==> src/rtl/regfile_access_ctrl.sv <==
// Register-file access controller: busy scoreboard with RAW/WAW issue stalls,
// mem/ALU write-port arbitration through a one-entry skid, stall counter.
// Optional operand forwarding from the write port: define REGFILE_BYPASS_EN.
module regfile_access_ctrl #(
    parameter int XLEN = 64,
    parameter int NREG = 32
) (
    input  logic            clk,
    input  logic            reset,
    input  logic            issue_valid,
    input  logic [4:0]      issue_rs1,
    input  logic [4:0]      issue_rs2,
    input  logic [4:0]      issue_rd,
    input  logic            issue_uses_rs1,
    input  logic            issue_uses_rs2,
    input  logic            issue_writes_rd,
    output logic            issue_ready,
    output logic [4:0]      rf_raddr1,
    output logic [4:0]      rf_raddr2,
    input  logic [XLEN-1:0] rf_rdata1,
    input  logic [XLEN-1:0] rf_rdata2,
    output logic [XLEN-1:0] op1_data,
    output logic [XLEN-1:0] op2_data,
    input  logic            alu_wb_valid,
    input  logic [4:0]      alu_wb_rd,
    input  logic [XLEN-1:0] alu_wb_data,
    output logic            alu_wb_ready,
    input  logic            mem_wb_valid,
    input  logic [4:0]      mem_wb_rd,
    input  logic [XLEN-1:0] mem_wb_data,
    output logic            rf_we,
    output logic [4:0]      rf_waddr,
    output logic [XLEN-1:0] rf_wdata,
    output logic [31:0]     stall_count
);

    typedef struct packed {
        logic [4:0]      rd;
        logic [XLEN-1:0] data;
    } wb_req_t;

    logic [NREG-1:0] busy, busy_next;
    logic            skid_full;
    wb_req_t         skid;
    wb_req_t         win;
    logic            win_vld;
    logic            byp1, byp2, hazard, fire, alu_acc, skid_load, skid_drain;

`ifdef REGFILE_BYPASS_EN
    // A source being committed this cycle is read straight off the write port.
    assign byp1 = rf_we && (rf_waddr == issue_rs1) && (issue_rs1 != 5'd0);
    assign byp2 = rf_we && (rf_waddr == issue_rs2) && (issue_rs2 != 5'd0);
`else
    assign byp1 = 1'b0;
    assign byp2 = 1'b0;
`endif

    assign hazard = (issue_uses_rs1  && busy[issue_rs1] && !byp1) ||
                    (issue_uses_rs2  && busy[issue_rs2] && !byp2) ||
                    (issue_writes_rd && busy[issue_rd]);

    assign issue_ready = !hazard;
    assign fire        = issue_valid && issue_ready;
    assign rf_raddr1   = issue_rs1;
    assign rf_raddr2   = issue_rs2;
    assign op1_data    = byp1 ? rf_wdata : rf_rdata1;
    assign op2_data    = byp2 ? rf_wdata : rf_rdata2;

    assign alu_wb_ready = !skid_full;
    assign alu_acc      = alu_wb_valid && !skid_full;
    assign skid_load    = mem_wb_valid && alu_acc;
    assign skid_drain   = !mem_wb_valid && skid_full;

    always_comb begin
        win_vld = 1'b0;
        win     = '0;
        if (mem_wb_valid) begin
            win_vld = 1'b1;
            win     = '{rd: mem_wb_rd, data: mem_wb_data};
        end else if (skid_full) begin
            win_vld = 1'b1;
            win     = skid;
        end else if (alu_acc) begin
            win_vld = 1'b1;
            win     = '{rd: alu_wb_rd, data: alu_wb_data};
        end
    end

    // Clear first so a same-edge set on the same index survives.
    always_comb begin
        busy_next = busy;
        if (rf_we)
            busy_next[rf_waddr] = 1'b0;
        if (fire && issue_writes_rd && (issue_rd != 5'd0))
            busy_next[issue_rd] = 1'b1;
        busy_next[0] = 1'b0;
    end

    always_ff @(posedge clk or negedge reset) begin
        if (!reset) begin
            busy      <= '0;
            skid_full <= 1'b0;
            skid      <= '0;
            rf_we     <= 1'b0;
            rf_waddr  <= '0;
            rf_wdata  <= '0;
        end else begin
            busy <= busy_next;
            if (skid_load) begin
                skid_full <= 1'b1;
                skid      <= '{rd: alu_wb_rd, data: alu_wb_data};
            end else if (skid_drain) begin
                skid_full <= 1'b0;
            end
            // Winners targeting x0 are consumed without a write.
            rf_we <= win_vld && (win.rd != 5'd0);
            if (win_vld && (win.rd != 5'd0)) begin
                rf_waddr <= win.rd;
                rf_wdata <= win.data;
            end
        end
    end

    always_ff @(posedge clk or negedge reset) begin
        if (!reset)
            stall_count <= '0;
        else if (issue_valid && !issue_ready && (stall_count != 32'hFFFF_FFFF))
            stall_count <= stall_count + 32'd1;
    end

endmodule

==> config.mk <==
export PLATFORM = sky130hd
export DESIGN_NAME = regfile_access_ctrl
export DESIGN_NICKNAME = d
export VERILOG_FILES = /design/src/rtl/regfile_access_ctrl.sv
export SDC_FILE = /design/constraint.sdc
export NUM_CORES = 1
export LEC_CHECK = 0
export CORE_AREA = 2 2 208 210
export DETAILED_ROUTE_END_ITERATION = 16
export DIE_AREA = 0 0 210 212
export GPL_TIMING_DRIVEN = 1
export PLACE_DENSITY = 0.52
export SKIP_LAST_GASP = 1
export SLEW_MARGIN = 20
export SYNTH_ARGS = -nofsm -noshare
export SYNTH_HDL_FRONTEND = slang
export SYNTH_SLANG_ARGS = --single-unit
==> constraint.sdc <==
create_clock -name clk -period 5.1 [get_ports clk]
set_input_delay 1.02 -clock clk [delete_from_list [all_inputs] [get_ports clk]]
set_output_delay 1.02 -clock clk [all_outputs]
set_load 0.05 [all_outputs]
# Yosys cells after proc, flatten, opt, wreduce, memory -nomap -nowiden
# Index checks and enable logic that the tools add are counted.
[word_totals]
ff_bits = 203
in_bits = 289
output_inout_bits = 242
word_cells = 61
[classes]
n_addsub = 1
order_cmp = 6
n_eq_ne = 1
mux = 20
n_bitwise = 3
n_reduce_logical = 22
[ops]
columns = ["cell", "n"]
rows = [
  ["$mux W69", 3],
  ["$mux W32", 2],
  ["$add A32 B1 Y32 const B", 1],
  ["$and A32 B32 Y32", 1],
  ["$ne A32 B32 Y1 const B", 1],
  ["$not A32 Y32", 1],
  ["$or A32 B32 Y32", 1],
  ["$lt A5 B6 Y1 const B", 4],
  ["$bmux W1 S5", 3],
  ["$logic_and A1 B1 Y1", 14],
  ["$demux W1 S5", 2],
  ["$ge A5 B1 Y1 const B", 2],
  ["$mux W1", 10],
  ["$reduce_bool A5 Y1", 2],
  ["$logic_not A1 Y1", 3],
  ["$logic_or A1 B1 Y1", 2],
  ["$reduce_bool A2 Y1", 1],
]

# Longest topological paths before layout
[depth]
depth_word = 10
depth_mapped = 12
depth_no_buf = 8

# Least setup slack after synthesis
# OpenSTA, ideal clock, no wires.
[synth_path]
kind = "in2out"
start = "input port issue_rs2[0]"
end = "output port issue_ready"
arrival_time_ns = 2.829
required_time_ns = 4.080
path_slack_ns = 1.251
stages = 7
n_path_buf = 1
cell_sequence = "buf_2 -> mux4_2 -> mux2_2 -> o21ai_1 -> o41ai_1 -> a221o_1 -> clkinv_2"
[synth_between]
elab_chain_cells = 6
[synth_lines]
columns = ["item", "line_no", "source"]
rows = [
  ["start: declaration", "12", "input logic [4:0] issue_rs2,"],
  ["$bmux W1 S5", "59", "(issue_uses_rs2 && busy[issue_rs2] && !byp2) ||"],
  ["$mux W1 (implied by the code)", "59", ""],
  ["$logic_and A1 B1 Y1", "59", ""],
  ["$logic_or A1 B1 Y1", "58", "assign hazard = (issue_uses_rs1 && busy[issue_rs1] && !byp1) ||"],
  ["$logic_or A1 B1 Y1", "59", ""],
  ["$logic_not A1 Y1", "62", "assign issue_ready = !hazard;"],
  ["end: declaration", "17", "output logic issue_ready,"],
]
# Every way passes these cells. The select of a mux whose other input is x is not followed.

# Final worst setup path
[layout_path]
start = "input port issue_rd[1]"
end = "output port issue_ready"
[layout_between]
elab_chain_cells = 5
[layout_lines]
columns = ["item", "line_no", "source"]
rows = [
  ["start: declaration", "13", "input logic [4:0] issue_rd,"],
  ["$bmux W1 S5", "60", "(issue_writes_rd && busy[issue_rd]);"],
  ["$mux W1 (implied by the code)", "60", ""],
  ["$logic_and A1 B1 Y1", "60", ""],
  ["$logic_or A1 B1 Y1", "59", ""],
  ["$logic_not A1 Y1", "62", ""],
]
# Every way passes these cells. The select of a mux whose other input is x is not followed.

==> run_results.csv <==
group,metric,value,unit
run_status,status,"complete, no violations",
clock_tree,holdBufCountCts,0,
critical_path,arrival,3.57,ns
cells_and_area,fin_nets,1523,
clock_tree,cts_sinks,203,
sta,slew_violations,0,
floorplanning,core_area,42510,um2
cells_and_area,diodes,0,
place,port_buffers,274,
critical_path,cp-end-kind,"output pin",
clock_tree,cts-root-buf,"clkbuf_16",
sta,fin_crit_sh,0.9000,
clock_tree,htreeDepth,1,
floorplanning,dieArea,44520,um2
pwr,power_frac_clock,0.335,
floorplanning,start_util,0.2609,
global_routing,grt_pass1_vias,9078,
pwr,swShare,0.3315,
global_routing,grt.total_usage,0.1497,
yosys,synth_warnings,0,
sta,min_period,4.590,ns
critical_path,critical_path_class,"in -> out",
sta,hold_viol,0,
sta,hold_slack,0.4750,ns
place,dp_cells,1751,
place,pre_cts_ws,0.4895,ns
clock_tree,worstSkewPairLatency,0.53,ns
sta,rsz0062_at_grt,"false",
job,cap_violations,0,
yosys,avgSynthCellArea,9.814,um2
critical_path,crit_required,4.08,ns
critical_path,startpoint_type,"primary input",
detailed_routing,drc,0,
yosys,seq_area_frac_synth,0.4581,
cells_and_area,mostFrequentLayoutCells,"271 x clkdlybuf4s50_1, 202 x dfrtp_1, 129 x o21ai_0, 85 x nand2_1, 79 x nor2_1",
floorplanning,die_x,210,um
global_routing,grt_pass1_wl,53.01,mm
pwr,seq_power_share,0.397,
sta,timing.fmax,217.9,MHz
place,gp_congestion,0.8896,
worst_hold_path,worstHoldPathType,"reg -> reg",
pwr,internal-power,0.003812,W
global_routing,grt_max_degree,110,
pwr,powerDensity,401.8,nW/um2
cells_and_area,syn_to_final_growth,27.95,%
floorplanning,die_h,212,um
yosys,ys_types,47,
yosys,synth.largest_area_cell,"dfrtp_1",
yosys,synthCells,1130,
clock_tree,cts_setup_buffers,0,
sta,finalSetupViolCount,0,
yosys,ys_dominant_reg_cell,"dfrtp_1",
detailed_routing,wl_per_cell,18.88,um
worst_hold_path,min_from,"rf_wdata[35]",
place,dp_hpwl,23.86,mm
clock_tree,clockBufferDepth,3,
yosys,synth_seq_cells,203,
clock_tree,tritoncts,"yes",
clock_tree,cts_resized,0,
critical_path,critPathLaunch,"issue_rd[1]",
global_routing,antenna_found_initial,2,
yosys,syn-num-nets,1420,
floorplanning,rows,76,
pwr,p_comb_frac,0.268,
detailed_routing,antenna_left,0,
pwr,irDropWorstVdd,0.1995,mV
clock_tree,cts_made_buffers,26,
detailed_routing,vias_per_cell,4.896,
detailed_routing,drtIter0Drc,418,
pwr,switchingPower,0.001890,W
floorplanning,io_pins,531,
yosys,async_flop_share,1.000,
yosys,synth_edf_count,0,
sta,skew,0.01354,ns
sta,fin_setup_tns,0,ns
cells_and_area,finalNonFillerCells,1797,
detailed_routing,via_count,8799,
critical_path,path_max_fanout,10,
critical_path,timing.rr.start,"skid_full",
yosys,synthTopCellsByArea,"dfrtp_1 46%, buf_4 9.3%, mux2_2 7.6%",
sta,maxSlewHeadroom,0.3209,
detailed_routing,drt-total-wl,33.93,mm
sta,setup_ws,0.5100,ns
global_routing,grt-ovfl-total,0,
yosys,synth_area,11090,um2
sta,worstMarginPinSlew,1.019,ns
pwr,power_leakage,5.542,nW
yosys,synth.top_cell.area_share,0.4581,
cells_and_area,final_common_cell,"clkdlybuf4s50_1",
cells_and_area,drive_above_1_share,0.1215,
detailed_routing,firstDrtPassIters,5,
cells_and_area,finish.utilization,0.3338,
clock_tree,clkTransAtPathRegs,0.06,ns
## state kept, by name, summed over array words and instances (netlist names)
signal,flops
rf_wdata,64
rf_we,1
skid,69
rf_waddr,5
stall_count,32
skid_full,1
busy,31
## worst max-delay path: stages
cell             delay (ns)
clkdlybuf4s50_1        0.85
mux2i_1                0.26
o22ai_1                0.10
or3_1                  0.35
a211o_1                0.31
a221o_1                0.33
clkinv_2               0.13
buf_4                  0.22
## metal layers
metal  GRT usage  part of all wire  up-vias  wire length [um]
met2      0.2348              0.46      362             15550
met3     0.06366              0.10       54              3554
met5           0           0.00038        -                13
met4     0.04500             0.022        2               735
met1      0.1873              0.41     4292             14070
li1            -                 -     4089                 -
## path summary, 6_finish.rpt
| check | to | slack (ns) | cells past startpoint |
|---|---|---|---|
| min in group asynchronous | skid[46] | 0.49 | 1 |
| hold / removal | rf_wdata[35] | 0.47 | 2 |
| max in group asynchronous | skid_full | 3.49 | 2 |
| setup / recovery | issue_ready | 0.51 | 8 |
| hold reg to reg | rf_wdata[35] | 0.47 | 2 |
| setup reg to reg | rf_wdata[23] | 2.17 | 7 |
## cell families (layout without fill, tap and decap cells)
group | after synthesis | count (layout) | share of synthesized area
AO/OA/AOI/OAI | 289 | 289 | 0.1511
AND/OR/NAND/NOR | 280 | 280 | 0.1231
XOR/XNOR | 31 | 31 | 0.02448
multiplexers | 106 | 106 | 0.1188
adder cells (fa/ha/maj) | 1 | 1 | 0.001128
buffers and inverters | 220 | 341 | 0.1233
flip-flops | 203 | 203 | 0.4581
## metrics by stage
stage / power [W] / instance area (um2)
2_1_floorplan: 0.003427 / 11090
3_3_place_gp: 0.003807 / 13300
3_5_place_dp: 0.003826 / 13300
4_1_cts: 0.005790 / 14190
5_1_grt: 0.006002 / 14190
6_report: 0.005701 / 14190
## area by class of cell
cell class	count	area, um2
tap	546	683.2
timing repair buffer	286	2845
multi-input combinational	707	4659
fill	4349	28320
inverter	9	35.03
clock inverter	6	130.1
sequential	203	5081
clock buffer	40	754.5
## synthesized netlist by cell type (all sizes together), types with 31 or more instances
cell type	count
a22oi	72
buf	171
a21oi	68
o21ai	132
nand3	36
xnor2	31
clkbuf	40
dfrtp	203
nand2	86
mux2	75
nor2	79
## power by group through the flow
stage          Combinational (W)  Clock [W]  Sequential, W
6_report                 0.00153    0.00191        0.00226
2_1_floorplan           0.000957          0        0.00247
3_3_place_gp             0.00152          0        0.00229
5_1_grt                  0.00166    0.00204        0.00230
4_1_cts                  0.00154    0.00199        0.00226
3_5_place_dp             0.00154          0        0.00229
Power figures use the tool's default switching activity.
